[config.mk]
export PLATFORM = sky130hd
export DESIGN_NAME = telemetry_rx
export DESIGN_NICKNAME = d
export VERILOG_FILES = /design/src/rtl/telemetry_rx.sv
export SDC_FILE = /design/constraint.sdc
export NUM_CORES = 1
export LEC_CHECK = 0
export BUFFER_PORTS_ARGS = -buffer_cell sky130_fd_sc_hd__buf_4
export CAP_MARGIN = 20
export CORE_ASPECT_RATIO = 1.1
export CORE_MARGIN = 10
export CORE_UTILIZATION = 64
export CTS_CLUSTER_DIAMETER = 200
export CTS_CLUSTER_SIZE = 16
export DETAILED_ROUTE_END_ITERATION = 6
export PLACE_DENSITY = 0.85
export SETUP_SLACK_MARGIN = 0.05
export SLEW_MARGIN = 20
export SYNTH_ARGS = -nofsm -noshare
export SYNTH_HDL_FRONTEND = slang
export SYNTH_SLANG_ARGS = --single-unit
[constraint.sdc]
create_clock -name clk -period 3.7 [get_ports clk]
set_clock_uncertainty 0.05 [all_clocks]
set_input_delay 0.74 -clock clk [delete_from_list [all_inputs] [get_ports clk]]
set_output_delay 0.74 -clock clk [all_outputs]
set_load 0.02 [all_outputs]
[src/rtl/telemetry_rx.sv]
// UART (8N1) receiver and 8-byte packet framer for the e-bike telemetry link.
// Presents battery voltage, average current and torque with valid/error strobes.
module telemetry_rx #(
  parameter int unsigned BAUD_DIV = 2604,
  parameter int unsigned TIMEOUT  = 65535
) (
  input  logic        clk,
  input  logic        rst_n,
  input  logic        RX,
  output logic [11:0] batt_v,
  output logic [11:0] avg_curr,
  output logic [11:0] avg_torque,
  output logic        pkt_vld,
  output logic        pkt_err,
  output logic [7:0]  pkt_cnt
);

  localparam int unsigned BW   = $clog2(BAUD_DIV + 1);
  localparam int unsigned GW   = $clog2(TIMEOUT + 1);
  localparam int unsigned HALF = (BAUD_DIV / 2 > 0) ? BAUD_DIV / 2 : 1;
  localparam logic [BW-1:0] DIV_L   = BW'(BAUD_DIV);
  localparam logic [BW-1:0] HALF_L  = BW'(HALF);
  localparam logic [GW-1:0] GAP_END = GW'(TIMEOUT - 1);

  typedef enum logic [1:0] {RX_IDLE, RX_START, RX_DATA, RX_STOP} rx_state_t;
  typedef enum logic [1:0] {HUNT1, HUNT2, PAYLOAD} fr_state_t;

  logic rx_s1_q, rx_s2_q, rx_prev_q;

  rx_state_t   rx_st_q, rx_st_d;
  logic [BW-1:0] baud_q, baud_d;
  logic [2:0]  bit_q, bit_d;
  logic [7:0]  shift_q, shift_d;
  logic        byte_rdy_q, byte_rdy_d;
  logic        stop_ok_q, stop_ok_d;

  fr_state_t   fr_q, fr_d;
  logic [2:0]  idx_q, idx_d;
  logic [7:0]  pay_q [5];
  logic [7:0]  pay_d [5];
  logic [GW-1:0] gap_q, gap_d;
  logic [11:0] batt_q, batt_d, curr_q, curr_d, torq_q, torq_d;
  logic        vld_q, vld_d, err_q, err_d;
  logic [7:0]  cnt_q, cnt_d;

  logic sample;

  // Counter reaching 1 marks the sample point; it reloads instead of passing below 1.
  assign sample = (baud_q == BW'(1));

  always_comb begin
    rx_st_d    = rx_st_q;
    baud_d     = baud_q;
    bit_d      = bit_q;
    shift_d    = shift_q;
    byte_rdy_d = 1'b0;
    stop_ok_d  = stop_ok_q;
    case (rx_st_q)
      RX_IDLE: begin
        if (!rx_s2_q && rx_prev_q) begin
          rx_st_d = RX_START;
          baud_d  = HALF_L;
        end
      end
      RX_START: begin
        if (sample) begin
          if (!rx_s2_q) begin
            rx_st_d = RX_DATA;
            baud_d  = DIV_L;
            bit_d   = '0;
          end else begin
            rx_st_d = RX_IDLE;
          end
        end else if (baud_q > BW'(1)) begin
          baud_d = baud_q - BW'(1);
        end
      end
      RX_DATA: begin
        if (sample) begin
          shift_d = {rx_s2_q, shift_q[7:1]};
          baud_d  = DIV_L;
          if (bit_q == 3'd7) rx_st_d = RX_STOP;
          else               bit_d   = bit_q + 3'd1;
        end else if (baud_q > BW'(1)) begin
          baud_d = baud_q - BW'(1);
        end
      end
      RX_STOP: begin
        if (sample) begin
          byte_rdy_d = 1'b1;
          stop_ok_d  = rx_s2_q;
          rx_st_d    = RX_IDLE;
        end else if (baud_q > BW'(1)) begin
          baud_d = baud_q - BW'(1);
        end
      end
      default: rx_st_d = RX_IDLE;
    endcase
  end

  always_comb begin
    fr_d   = fr_q;
    idx_d  = idx_q;
    pay_d  = pay_q;
    gap_d  = gap_q;
    batt_d = batt_q;
    curr_d = curr_q;
    torq_d = torq_q;
    cnt_d  = cnt_q;
    vld_d  = 1'b0;
    err_d  = 1'b0;
    if (byte_rdy_q) begin
      gap_d = '0;
      if (!stop_ok_q) begin
        err_d = (fr_q != HUNT1);
        fr_d  = HUNT1;
      end else begin
        case (fr_q)
          HUNT1: if (shift_q == 8'hAA) fr_d = HUNT2;
          HUNT2: begin
            if (shift_q == 8'h55) begin
              fr_d  = PAYLOAD;
              idx_d = '0;
            end else if (shift_q != 8'hAA) begin
              fr_d = HUNT1;
            end
          end
          PAYLOAD: begin
            if (idx_q == 3'd5) begin
              // Last payload byte is taken straight from the shifter, so commit is same-cycle.
              fr_d = HUNT1;
              if (pay_q[0][7:4] == 4'h0 && pay_q[2][7:4] == 4'h0 && pay_q[4][7:4] == 4'h0) begin
                batt_d = {pay_q[0][3:0], pay_q[1]};
                curr_d = {pay_q[2][3:0], pay_q[3]};
                torq_d = {pay_q[4][3:0], shift_q};
                cnt_d  = cnt_q + 8'd1;
                vld_d  = 1'b1;
              end else begin
                err_d = 1'b1;
              end
            end else begin
              pay_d[idx_q] = shift_q;
              idx_d        = idx_q + 3'd1;
            end
          end
          default: fr_d = HUNT1;
        endcase
      end
    end else if (fr_q != HUNT1) begin
      if (gap_q >= GAP_END) begin
        fr_d  = HUNT1;
        err_d = 1'b1;
        gap_d = '0;
      end else begin
        gap_d = gap_q + GW'(1);
      end
    end
  end

  always_ff @(posedge clk) begin
    if (!rst_n) begin
      rx_s1_q    <= 1'b1;
      rx_s2_q    <= 1'b1;
      rx_prev_q  <= 1'b1;
      rx_st_q    <= RX_IDLE;
      baud_q     <= '0;
      bit_q      <= '0;
      shift_q    <= '0;
      byte_rdy_q <= 1'b0;
      stop_ok_q  <= 1'b0;
      fr_q       <= HUNT1;
      idx_q      <= '0;
      pay_q      <= '{default: '0};
      gap_q      <= '0;
      batt_q     <= '0;
      curr_q     <= '0;
      torq_q     <= '0;
      vld_q      <= 1'b0;
      err_q      <= 1'b0;
      cnt_q      <= '0;
    end else begin
      rx_s1_q    <= RX;
      rx_s2_q    <= rx_s1_q;
      rx_prev_q  <= rx_s2_q;
      rx_st_q    <= rx_st_d;
      baud_q     <= baud_d;
      bit_q      <= bit_d;
      shift_q    <= shift_d;
      byte_rdy_q <= byte_rdy_d;
      stop_ok_q  <= stop_ok_d;
      fr_q       <= fr_d;
      idx_q      <= idx_d;
      pay_q      <= pay_d;
      gap_q      <= gap_d;
      batt_q     <= batt_d;
      curr_q     <= curr_d;
      torq_q     <= torq_d;
      vld_q      <= vld_d;
      err_q      <= err_d;
      cnt_q      <= cnt_d;
    end
  end

  assign batt_v     = batt_q;
  assign avg_curr   = curr_q;
  assign avg_torque = torq_q;
  assign pkt_vld    = vld_q;
  assign pkt_err    = err_q;
  assign pkt_cnt    = cnt_q;

endmodule

Word level (Yosys, flattened, before mapping)
Index checks and enable logic that the tools add are counted.
- word-level logic and storage cells: 131
- bits of input ports: 3
- output and inout bits: 46
- bits in registers: 137
- add/sub/neg operators: 5
- reduce and logical (&&, ||, !) cells: 27
- $lt $le $gt $ge: 4
- mux-type cells: 44
- bitwise logic cells: 3
- equal/unequal tests: 25
- operators by type and width (cell ; count):
    $mux 12 ; 6
    $pmux 12 s4 ; 1
    $bwmux 40 ; 1
    $reduce_and 5->1 ; 6
    $mux 2 ; 14
    $demux 8 s3 ; 1
    $ne 2x2->1 const B ; 10
    $mux 3 ; 6
    $add 16x1->16 const B ; 1
    $ge 16x16->1 const B ; 1
    $mux 16 ; 1
    $eq 12x1->1 const B ; 1
    $gt 12x1->1 const B ; 1
    $logic_not 4->1 ; 3
    $pmux 3 s2 ; 2
    $sub 12x1->12 const B ; 1
    $reduce_bool 2->1 ; 5
    $mux 1 ; 9
    $add 8x1->8 const B ; 1
    $eq 8x7->1 const B ; 1
    $eq 8x8->1 const B ; 1
    $mux 8 ; 1
    $ne 4x4->1 const B ; 2
    $ne 8x8->1 const B ; 1
    other kinds (19) ; 31

Logic depth before layout (Yosys ltp)
Gate-level depths: netlist (run 1).
- word-level depth: 8
- gate-level depth with buffers: 10
- mapped depth without buffers: 7

Least setup slack after synthesis (run 1)
OpenSTA, ideal clock, no wires.
- path kind: reg-to-reg
- start point: register shift_q[1]
- end point: register idx_q[2]
- clock period less this slack: 1.973 ns
- path slack: 1.727 ns
- arrival: 1.853 ns
- required time: 3.580 ns
- setup time: 0.070 ns
- cell stages (with the launch flop): 7
- path buffers: 1
- path through: dfxtp_1 -> buf_6 -> nand4bb_1 -> or4_4 -> nor2b_4 -> or4b_1 -> a21oi_1
- word-level cells in the longest chain between the ends: 3
- ends and longest elaborated chain (item ; RTL line ; text):
    from (decl) ; 33 ; logic [7:0] shift_q, shift_d;
    from (signal assigned) ; 188 ; shift_q <= shift_d;
    $eq 8x7->1 ; 121 ; if (shift_q == 8'h55) begin
    $ne 2x2->1 (no source line) ; -- ;
    $reduce_and 5->1 (no source line) ; -- ;
    to (signal assigned) ; 192 ; idx_q <= idx_d;
    to (decl) ; 38 ; logic [2:0] idx_q, idx_d;
Every way passes these cells.
A chain may end at the register's enable or synchronous reset.

Worst setup path after layout (run 1)
- start point: register baud_q[8]
- end point: register baud_q[4]
- word-level cells in the longest chain between the ends: 4
- elaborated cells on any way between the ends: 10
- those cells by class: order compare: 1; eq/ne: 3; mux: 5; reduce/logical: 1
- ends and longest elaborated chain (item ; RTL line ; text):
    from (decl) ; 31 ; logic [BW-1:0] baud_q, baud_d;
    from (signal assigned) ; 186 ; baud_q <= baud_d;
    $gt 12x1->1 ; 74, 84, 93 ;
    $mux 12 ; -- ;
    $mux 12, on equally long branches ; -- ;
    $pmux 12 s4 ; 58 ; case (rx_st_q)
Parallel ways exist; a longest one is shown, timed or not. The select of a mux whose other input is x is not followed.

==> reports/qor.csv, run 1 <==
stage,metric,value,unit
timing,RSZ-0062 raised after global routing,no,
clock_network,# clock sinks,137,
grt,gr ovfl total,0,
worst_hold_path,kind of path behind the tightest hold check,primary input to register,
run,Max Cap Viol,0,
grt,vias in the first global route,4937,
timing,Rel. slew slack,0.2948,
final_layout,# fillers,586,
worst_setup_path,Worst path slowest cell,o21ai_1,
timing,final count of pins violating max slew,0,
worst_setup_path,crit path launch type,register,
clock_network,Root Driver,clkbuf_8,
placement,Final HPWL DP,8851,um
final_layout,fraction of layout cells with a size suffix above 1,0.1316,
clock_network,CTS resizes,0,
placement,port bufs,48,
grt,first-pass GRT wire length,22970,um
logic_synthesis,Syn Inst Count,680,
status,outcome,"complete, no violations",
worst_setup_path,R2R Path End,baud_q[4],
final_layout,footprint of the multi-input gates,2843,um2
worst_setup_path,critical setup path kind,register to register,
worst_setup_path,CP Cell Sequence,nor4_2 -> nand4_1 -> o21ai_1 -> buf_4 -> a21oi_1 -> o32ai_1,
logic_synthesis,ys async rst share,0,
worst_setup_path,Reg2Reg Launch Point,baud_q[8],
final_layout,Area Overhead vs Synth,15.50,%
route,total length of routed wires,13830,um
timing,Fmax,0.3958,GHz
floorplan,initial core utilization,0.6578,
clock_network,CTS tree,done,
final_layout,diode count,0,
grt,initial antenna violation count,0,
floorplan,IO Count,49,
clock_network,Post-CTS Setup Bufs,0,
floorplan,Die Height,120.2,um
worst_setup_path,Critical Path Stages,6,
route,DRT antenna net count,0,
worst_setup_path,worst path bufs/invs,1,
worst_setup_path,Critical Path End,baud_q[4],
clock_network,"CTS clk-pin slew, worst paths",0.06,ns
route,Initial DRT Pass Iterations,5,
grt,GRT Util Overall,0.2037,
grt,largest net degree at the start of global routing,75,
final_layout,nets,726,
worst_setup_path,CP required,4.07,ns
logic_synthesis,synthesis-stage register bit count,137,
route,DR vias/cell,6.000,
worst_setup_path,register-to-register setup slack,1.17,ns
worst_setup_path,CP peak stage delay,0.62,ns
clock_network,post-cts hold buffer count,0,
clock_network,H-tree depth,4,
clock_network,worst skew pair latency,0.52,ns
final_layout,FF/Latch Area,2743,um2
route,DRC violations left,0,
placement,RePlAce Congestion,0.9083,
timing,worst-margin pin slew,1.051,ns
timing,Total Neg Setup Slack,0,ns
logic_synthesis,Syn Std Cell Area,5837,um2
route,Routed wire per std cell,16.54,um
worst_setup_path,Worst Reg-to-Reg Cells,6,
placement,DP Area,6186,um2
pwr,Worst IR Drop VDD,0.3260,mV
worst_setup_path,kind of cell adding the most delay to the critical path,compound AO/OA/AOI/OAI gates,
timing,Fin. Hold Viols,0,
clock_network,CTS Buf Count,17,
logic_synthesis,syn avg cell area,8.584,um2
worst_setup_path,Critical Path AT,2.89,ns
timing,clock period minus final worst setup slack,2.526,ns
worst_setup_path,CP startpoint,baud_q[8],
floorplan,Horiz. Die Dim,111.1,um
worst_hold_path,hold depth,2,
timing,fin crit share,0.6828,
worst_setup_path,CP endpoint kind,register,
floorplan,placement row count,36,
pwr,pwr/cell area,508.3,nW/um2
logic_synthesis,"EDFF count, synth",0,
timing,setup violators final,0,
clock_network,clk buf depth,2,
pwr,Leak Pwr,0.002546,uW
floorplan,die area,13340,um2
worst_setup_path,worst-path fanout max,8,
logic_synthesis,net count after synthesis,697,
logic_synthesis,sequential share of the synthesized area,0.4699,
route,vias,5016,
route,Initial DRC Count,375,
logic_synthesis,most used flip-flop cell after synthesis,dfxtp_1,
logic_synthesis,Netlist cell types,61,
final_layout,Final Cell Area,6741,um2
logic_synthesis,Yosys warning count,0,
floorplan,core area,8874,um2
## report_power, final
part / internal [uW] / switching, uW / total, uW
registers: 1500 / 32.3 / 1530
logic: 119 / 204 / 323
clock network: 870 / 704 / 1570
## synth_stat cells (all sizes together), types with 2 or more instances
| library cell | instances | area [um2] |
|---|---|---|
| o311ai | 2 | 17.52 |
| a311oi | 2 | 17.52 |
| or2 | 3 | 18.77 |
| nor3 | 12 | 60.06 |
| o31ai | 4 | 30.03 |
| a21o | 4 | 30.03 |
| ha | 14 | 175.2 |
| and2 | 5 | 31.28 |
| nor4b | 2 | 17.52 |
| nor4 | 13 | 93.84 |
| nand2 | 118 | 442.9 |
| nor3b | 3 | 33.78 |
| and3 | 4 | 25.02 |
| o22ai | 2 | 12.51 |
| and4 | 2 | 17.52 |
| nand3b | 2 | 15.01 |
| nand2b | 10 | 62.56 |
| or4 | 5 | 45.04 |
| xnor2 | 11 | 96.34 |
| o21ai | 21 | 105.1 |
| nand4 | 11 | 68.82 |
| buf | 18 | 100.1 |
| a31oi | 2 | 12.51 |
| xor2 | 8 | 70.07 |
| a211oi | 3 | 22.52 |
| mux2i | 43 | 430.4 |
| a21oi | 61 | 305.3 |
| or3 | 3 | 18.77 |
| nor2 | 79 | 296.5 |
| dfxtp | 137 | 2743 |
| nand3 | 13 | 65.06 |
| clkbuf | 25 | 93.84 |
| a31o | 2 | 17.52 |
| a32oi | 2 | 17.52 |
| inv | 15 | 56.30 |
## state kept, by name, indices dropped and copies added (netlist names), named ones only
signal      count
gap_q          16
rx_st_q         1
fr_q            2
baud_q         12
pay_q          40
idx_q           3
batt_v         12
pkt_cnt         8
rx_s2_q         1
rx_s1_q         1
byte_rdy_q      1
shift_q         8
avg_torque     12
avg_curr       12
pkt_vld         1
stop_ok_q       1
rx_prev_q       1
pkt_err         1
bit_q           3
## worst min-delay path by stage
stage                       start  slack, ns      end
after floorplan           rx_s1_q       0.34  rx_s2_q
after global placement    rx_s1_q       0.34  rx_s2_q
after detailed placement  rx_s1_q       0.35  rx_s2_q
after CTS                      RX       0.35  rx_s1_q
after global routing           RX       0.36  rx_s1_q
final                          RX       0.36  rx_s1_q
## metrics by stage
step | cells | hold slack (ns) | power (uW) | setup slack (ns) | util
finish | 836 | 0.3558 | 3426 | 1.174 | 0.7597
global route | 836 | 0.3629 | 3531 | 1.034 | 0.7597
global placement | 804 | 0.3424 | 1861 | 1.336 | 0.6971
floorplan | 680 | 0.3363 | 1804 | 1.727 | -
detailed placement | 804 | 0.3504 | 1871 | 1.234 | 0.6971
CTS | 836 | 0.3474 | 3425 | 1.266 | 0.7597
## metal layers
layer / routed length, um / track usage / share of wire / up-vias
li1: - / - / - / 2394
met1: 5739 / 0.2265 / 0.41 / 2400
met2: 6968 / 0.3584 / 0.50 / 186
met3: 790 / 0.05580 / 0.057 / 36
met4: 333 / 0.08842 / 0.024 / 0
met5: 0 / 0 / 0 / -
## cells by family (layout without fill, tap and decap cells)
| logic type | after synthesis | in the layout | share of synthesized area |
|---|---|---|---|
| xor gates and xnor gates | 19 | 19 | 0.02851 |
| adders and majority gates | 14 | 14 | 0.03001 |
| AOI/OAI and AO/OA | 118 | 118 | 0.1203 |
| muxes | 43 | 43 | 0.07374 |
| DFF | 137 | 137 | 0.4699 |
| buffers and inverters | 59 | 101 | 0.04351 |
| and+or+nand+nor | 290 | 290 | 0.2341 |
## cell usage in the layout (no fill, tap or decap), types with 12 or more instances in the layout
master	count
inv_1	15
nand2_1	118
nand3_1	13
buf_4	53
nor3_1	12
clkbuf_16	16
mux2i_1	43
dfxtp_1	137
nor2_1	78
ha_1	14
a21oi_1	61
## area by class of cell
type	instances	area share
Multi-Input combinational cell	484	0.4217
Clock inverter	14	0.01893
Inverter	16	0.008909
Tap cell	114	0.02116
Clock buffer	18	0.06347
Timing Repair Buffer	53	0.05902
Sequential cell	137	0.4068
Note: power is estimated with default switching activity, not from simulation.
==> inputs of run 2 (changes only) <==
- CORE_UTILIZATION: 64 -> 53
- PLACE_DENSITY: 0.85 -> 0.75
- clock period: 3.7 -> 2.08 ns (I/O delays scaled with it)
==> run 2 against run 1 <==
Net effect: core utilization decreased by 10 points; sequential cell count unchanged; worst setup slack got worse by 1.1 ns; routed wire length decreased by 0.41%; clock-buffer cell count increased by 3; global-route usage decreased by 2.7 points; combinational power increased by 120%; design area increased by 5.6%; worst hold slack got worse by 0.23 ns; cell count increased by 7.5%; die area increased by 17%; critical path depth increased by 1.
==> reports/qor.csv, run 2 (same netlist as run 1, synthesis figures left out) <==
stage,metric,value,unit,change
timing,fin worst setup slack,0.08799,ns,was 1.174 ns
grt,first-pass GRT wire length,22690,um,was 22970 um
final_layout,diode count,0,,unchanged
timing,worst-margin pin slew,0.5299,ns,was 1.051 ns
clock_network,CTS tree,done,,unchanged
clock_network,worst skew pair latency,0.42,ns,was 0.52 ns
timing,final count of pins violating max slew,0,,unchanged
pwr,Sw Pwr,1570,uW,was 940.3 uW
route,vias,5040,,was 5016
pwr,clock share of power,0.463,,was 0.459
final_layout,Final Cell Area,7118,um2,was 6741 um2
clock_network,clk buf depth,2,,unchanged
final_layout,Largest regs,"pay_q x40, gap_q x16",,unchanged
final_layout,FF/Latch Area,2750,um2,was 2743 um2
timing,RSZ-0062 raised after global routing,yes,,was no
final_layout,"most common cell after layout, fill and taps aside",dfxtp_1,,unchanged
pwr,Worst IR Drop VDD,0.6644,mV,was 0.3260 mV
final_layout,Area Overhead vs Synth,21.95,%,was 15.50%
pwr,Internal,4836,uW,was 2486 uW
route,Routed wire per std cell,15.32,um,was 16.54 um
pwr,pwr/cell area,899.9,nW/um2,was 508.3 nW/um2
clock_network,H-tree depth,4,,unchanged
pwr,sequential share of power,0.426,,was 0.446
final_layout,largest reg by FF count,pay_q,,unchanged
clock_network,post-cts hold buffer count,0,,unchanged
worst_hold_path,kind of path behind the tightest hold check,primary input to register,,unchanged
clock_network,CTS Buf Count,17,,unchanged
worst_setup_path,Critical Path AT,2.25,ns,was 2.89 ns
timing,Fmax,0.5020,GHz,was 0.3958 GHz
final_layout,footprint of the multi-input gates,2893,um2,was 2843 um2
floorplan,Horiz. Die Dim,120.1,um,was 111.1 um
worst_setup_path,CP endpoint kind,register,,unchanged
floorplan,core area,10860,um2,was 8874 um2
worst_setup_path,worst-path fanout max,3,,was 8
timing,clock period minus final worst setup slack,1.992,ns,was 2.526 ns
pwr,Leak Pwr,0.002736,uW,was 0.002546 uW
final_layout,max FFs per register,40,,unchanged
placement,Place WS,0.04528,ns,was 1.234 ns
placement,port bufs,48,,unchanged
clock_network,# clock sinks,137,,unchanged
timing,fin crit share,0.9577,,was 0.6828
final_layout,# fillers,876,,was 586
timing,Fin. Hold Viols,0,,unchanged
status,outcome,"complete, no violations",,unchanged
final_layout,most frequent cells in the layout,"131 x dfxtp_1, 118 x nand2_1, 83 x buf_4",,"was 137 x dfxtp_1, 118 x nand2_1, 78 x nor2_1"
pwr,switching share of power,0.2451,,was 0.2744
route,Initial DRT Pass Iterations,6,,was 5
placement,Final HPWL DP,9097,um,was 8851 um
timing,Total Neg Setup Slack,0,ns,unchanged
grt,GRT Util Overall,0.1771,,was 0.2037
grt,gr ovfl total,0,,unchanged
pwr,Logic pwr share,0.110,,was 0.094
clock_network,"CTS clk-pin slew, worst paths",0.06,ns,about the same
floorplan,die area,15620,um2,was 13340 um2
worst_setup_path,critical setup path kind,register to register,,unchanged
route,total length of routed wires,13770,um,was 13830 um
placement,RePlAce Congestion,0.9170,,was 0.9083
final_layout,fraction of layout cells with a size suffix above 1,0.1875,,was 0.1316
floorplan,IO Count,49,,unchanged
route,DRC violations left,0,,unchanged
final_layout,nets,757,,was 726
timing,setup violators final,0,,unchanged
route,Initial DRC Count,401,,was 375
worst_setup_path,CP required,2.34,ns,was 4.07 ns
run,Max Cap Viol,0,,unchanged
grt,vias in the first global route,4870,,was 4937
route,DRT antenna net count,0,,unchanged
timing,Rel. slew slack,0.6430,,was 0.2948
grt,initial antenna violation count,0,,unchanged
route,DR vias/cell,5.606,,was 6.000
grt,largest net degree at the start of global routing,52,,was 75
floorplan,placement row count,40,,was 36
timing,minimum hold slack,0.1288,ns,was 0.3558 ns
floorplan,Die Height,130.1,um,was 120.2 um
worst_setup_path,crit path launch type,register,,unchanged
clock_network,Root Driver,clkbuf_16,,was clkbuf_8
floorplan,initial core utilization,0.5374,,was 0.6578
pwr,total power draw,6406,uW,was 3426 uW
placement,DP Area,6430,um2,was 6186 um2
-- run 2: cell count changes in the layout (fill, tap and decap cells not counted), sizes merged --
cell    previous run  this run
buf               53        84
bufinv             0         2
clkbuf            18        21
clkinv             1         2
inv               25        18
-- run 2: area by class of cell --
type                       instances  share of cell area
clock buffer                      21             0.06609
clock inverter                    10             0.01652
inverter                          16            0.008437
multi-input combinational        484              0.4064
sequential                       137              0.3864
tap                              147             0.02584
timing repair buffer              84             0.09035
-- run 2: path summary, 6_finish.rpt --
kind / from / slack, ns / cells after the start / end
max: baud_q[1] / 0.09 / 7 / baud_q[6]
min: RX / 0.13 / 2 / rx_s1_q
max reg2reg: baud_q[1] / 0.09 / 7 / baud_q[6]
min reg2reg: rx_s1_q / 0.36 / 1 / rx_s2_q
-- run 2: metrics by stage --
stage	util	cells
floorplan	-	680
global placement	0.5921	864
detailed placement	0.5921	864
CTS	0.6488	897
global route	0.6554	899
finish	0.6554	899
-- run 2: power groups by stage --
stage,clock network [uW],registers (uW),logic (uW)
4_1_cts,3000,2720,637
2_1_floorplan,0,2770,445
5_1_grt,3130,2740,763
6_report,2970,2730,706
3_3_place_gp,0,2770,586
3_5_place_dp,0,2770,608
-- run 2: timing repair --
item / 4_1_cts / 5_1_grt
gates resized for setup: 6 / 17
endpoints found under the setup margin: 4 / 62
pin swaps: 1 / 3
buffers inserted: 2 / 2
-- run 2: critical path, stage by stage, from the launching register on --
cell and delay [ns]:
dfxtp_2 0.33, inv_2 0.05, ha_2 0.16, or3b_4 0.38, a21o_1 0.18, or3_1 0.32
nor3b_1 0.15, a311o_1 0.27
-- run 2: per-layer routing --
layer | share of wire | track usage
met1 | 0.43 | 0.2037
met2 | 0.50 | 0.3025
met3 | 0.048 | 0.05359
met4 | 0.019 | 0.07173
met5 | 0 | 0
==> inputs of run 3 (changes only) <==
- CORE_UTILIZATION: 53 -> 50
- PLACE_DENSITY: 0.75 -> 0.69
- clock period: 2.08 -> 2.3 ns (I/O delays scaled with it)
==> run 3 against run 2 <==
Net effect: critical path depth unchanged; first-iteration DRC count decreased by 5.5%; register-to-register slack improved by 0.05 ns; global-route usage decreased by 0.85 points; clock-buffer cell count increased by 2; largest power group unchanged; design area decreased by 1.8%; sequential share of layout area increased by 0.59 points.
==> reports/qor.csv, run 3 (same netlist as run 1, synthesis figures left out) <==
stage,metric,value,unit,change
final_layout,Largest regs,"pay_q x40, gap_q x16",,unchanged
timing,Fmax,0.4629,GHz,was 0.5020 GHz
floorplan,core area,11440,um2,was 10860 um2
pwr,Internal,4357,uW,was 4836 uW
worst_hold_path,kind of path behind the tightest hold check,primary input to register,,unchanged
worst_setup_path,Reg2Reg Launch Point,baud_q[1],,unchanged
grt,met1 Use GR,0.2060,,was 0.2037
grt,first-pass GRT wire length,22690,um,about the same
worst_setup_path,worst path bufs/invs,1,,unchanged
clock_network,"CTS clk-pin slew, worst paths",0.06,ns,about the same
worst_setup_path,worst-path fanout max,5,,was 3
worst_hold_path,hold_sp,RX,,unchanged
clock_network,Post-CTS Setup Bufs,0,,was 2
final_layout,nets,741,,was 757
route,Initial DRC Count,379,,was 401
worst_setup_path,Worst Reg-to-Reg Cells,7,,unchanged
route,DRT antenna net count,0,,unchanged
floorplan,Die Height,133.3,um,was 130.1 um
worst_setup_path,Critical Path End,baud_q[6],,unchanged
pwr,switching share of power,0.2421,,was 0.2451
grt,gr ovfl total,0,,unchanged
timing,setup violators final,0,,unchanged
pwr,clock share of power,0.472,,was 0.463
timing,Total Neg Setup Slack,0,ns,unchanged
placement,port bufs,48,,unchanged
placement,RePlAce Congestion,0.8647,,was 0.9170
clock_network,clk buf depth,2,,unchanged
clock_network,Root Driver,clkbuf_16,,unchanged
pwr,pwr/cell area,822.1,nW/um2,was 899.9 nW/um2
route,total length of routed wires,13380,um,was 13770 um
worst_setup_path,R2R Path End,baud_q[6],,unchanged
route,vias,4903,,was 5040
pwr,Sw Pwr,1392,uW,was 1570 uW
grt,layer carrying the most global-route usage,met2,,unchanged
worst_setup_path,CP Cell Sequence,inv_2 -> ha_2 -> or3b_4 -> a21o_1 -> or3_1 -> nor3b_1 -> a311o_1,,unchanged
floorplan,Horiz. Die Dim,123.0,um,was 120.1 um
timing,final count of pins violating max slew,0,,unchanged
final_layout,footprint of the multi-input gates,2865,um2,was 2893 um2
grt,M3 GR Usage,0.04438,,was 0.05359
pwr,sequential share of power,0.430,,was 0.426
grt,initial antenna violation count,0,,unchanged
worst_setup_path,CP required,2.55,ns,was 2.34 ns
grt,largest net degree at the start of global routing,74,,was 52
pwr,Logic pwr share,0.098,,was 0.110
floorplan,initial core utilization,0.5102,,was 0.5374
timing,RSZ-0062 raised after global routing,no,,was yes
final_layout,FF/Latch Area,2743,um2,was 2750 um2
floorplan,IO Count,49,,unchanged
final_layout,most frequent cells in the layout,"137 x dfxtp_1, 118 x nand2_1, 78 x nor2_1",,"was 131 x dfxtp_1, 118 x nand2_1, 83 x buf_4"
route,Initial DRT Pass Iterations,5,,was 6
pwr,Leak Pwr,0.002666,uW,was 0.002736 uW
grt,GR Util met2,0.2746,,was 0.3025
final_layout,fraction of layout cells with a size suffix above 1,0.1506,,was 0.1875
final_layout,max FFs per register,40,,unchanged
worst_setup_path,Worst path slowest cell,or3b_4,,unchanged
final_layout,diode count,0,,unchanged
clock_network,# clock sinks,137,,unchanged
worst_setup_path,CP endpoint kind,register,,unchanged
worst_setup_path,Critical Path Stages,7,,unchanged
grt,vias in the first global route,4787,,was 4870
worst_setup_path,CP peak stage delay,0.39,ns,was 0.38 ns
route,Routed wire per std cell,15.08,um,was 15.32 um
clock_network,H-tree depth,4,,unchanged
worst_setup_path,Critical Path AT,2.41,ns,was 2.25 ns
status,outcome,"complete, no violations",,unchanged
final_layout,# fillers,952,,was 876
run,Max Cap Viol,0,,unchanged
timing,Rel. slew slack,0.5322,,was 0.6430
timing,fin crit share,0.9393,,was 0.9577
pwr,total power draw,5748,uW,was 6406 uW
timing,worst-margin pin slew,0.6964,ns,was 0.5299 ns
clock_network,CTS tree,done,,unchanged
worst_setup_path,register-to-register setup slack,0.14,ns,was 0.09 ns
clock_network,CTS Buf Count,17,,unchanged
grt,GRT Util Overall,0.1687,,was 0.1771
worst_setup_path,crit path launch type,register,,unchanged
floorplan,placement row count,41,,was 40
worst_setup_path,kind of cell adding the most delay to the critical path,simple AND/OR/NAND/NOR gates,,unchanged
clock_network,worst skew pair latency,0.42,ns,about the same
final_layout,Area Overhead vs Synth,19.79,%,was 21.95%
timing,Fin. Hold Viols,0,,unchanged
route,DR vias/cell,5.528,,was 5.606
pwr,Worst IR Drop VDD,0.4107,mV,was 0.6644 mV
final_layout,"most common cell after layout, fill and taps aside",dfxtp_1,,unchanged
placement,Final HPWL DP,8796,um,was 9097 um
worst_setup_path,critical setup path kind,register to register,,unchanged
worst_setup_path,CP startpoint,baud_q[1],,unchanged
route,DRC violations left,0,,unchanged
final_layout,largest reg by FF count,pay_q,,unchanged
floorplan,die area,16400,um2,was 15620 um2
clock_network,post-cts hold buffer count,0,,unchanged
timing,clock period minus final worst setup slack,2.160,ns,was 1.992 ns
run 3: worst register-to-register path, cell delays in order, from the launching register on:
cell and delay [ns]:
dfxtp_1 0.36, inv_2 0.09, ha_2 0.20, or3b_4 0.39
a21o_1 0.19, or3_1 0.34, nor3b_1 0.16, a311o_1 0.27
run 3: worst min path at each step:
stage / slack (ns) / end / cells after the start
after global routing: 0.18 / rx_s1_q / 2
after CTS: 0.16 / rx_s1_q / 2
after global placement: 0.34 / rx_s2_q / 1
final: 0.17 / rx_s1_q / 2
after floorplan: 0.34 / rx_s2_q / 1
after detailed placement: 0.34 / rx_s2_q / 1
run 3: cell type report:
class | count | area share
flip-flops and latches | 137 | 0.3923
multi-input cells | 484 | 0.4098
well taps | 150 | 0.02684
repair buffers | 68 | 0.07659
inverters | 16 | 0.008590
clock buffers | 23 | 0.06979
clock inverters | 9 | 0.01611
run 3: metrics by stage:
stage | utilization | worst slack [ns] | hold WS [ns] | cells | cell area, um2
2_1_floorplan | - | 0.3268 | 0.3363 | 680 | 5837
3_3_place_gp | 0.5567 | 0.2388 | 0.3386 | 855 | 6369
3_5_place_dp | 0.5567 | 0.1612 | 0.3409 | 855 | 6369
4_1_cts | 0.6092 | 0.1273 | 0.1601 | 887 | 6969
5_1_grt | 0.6112 | 0.04994 | 0.1799 | 887 | 6992
6_report | 0.6112 | 0.1396 | 0.1722 | 887 | 6992
run 3: power groups by stage:
stage | clock (uW) | combinational, uW | sequential (uW)
after floorplan | 0 | 402 | 2500
after global placement | 0 | 509 | 2510
after detailed placement | 0 | 523 | 2510
after CTS | 2760 | 528 | 2460
after global routing | 2880 | 618 | 2480
final | 2710 | 563 | 2470
run 3: what timing repair did:
item | CTS | global route
resized for setup | 0 | 5
endpoints found under the hold margin | 0 | 0
endpoints found under the setup margin | 0 | 2
run 3: metal layers:
metal,vias to the layer above,part of all wire
li1,2440,-
met1,2337,0.45
met2,109,0.48
met3,17,0.048
met4,0,0.014
met5,-,0
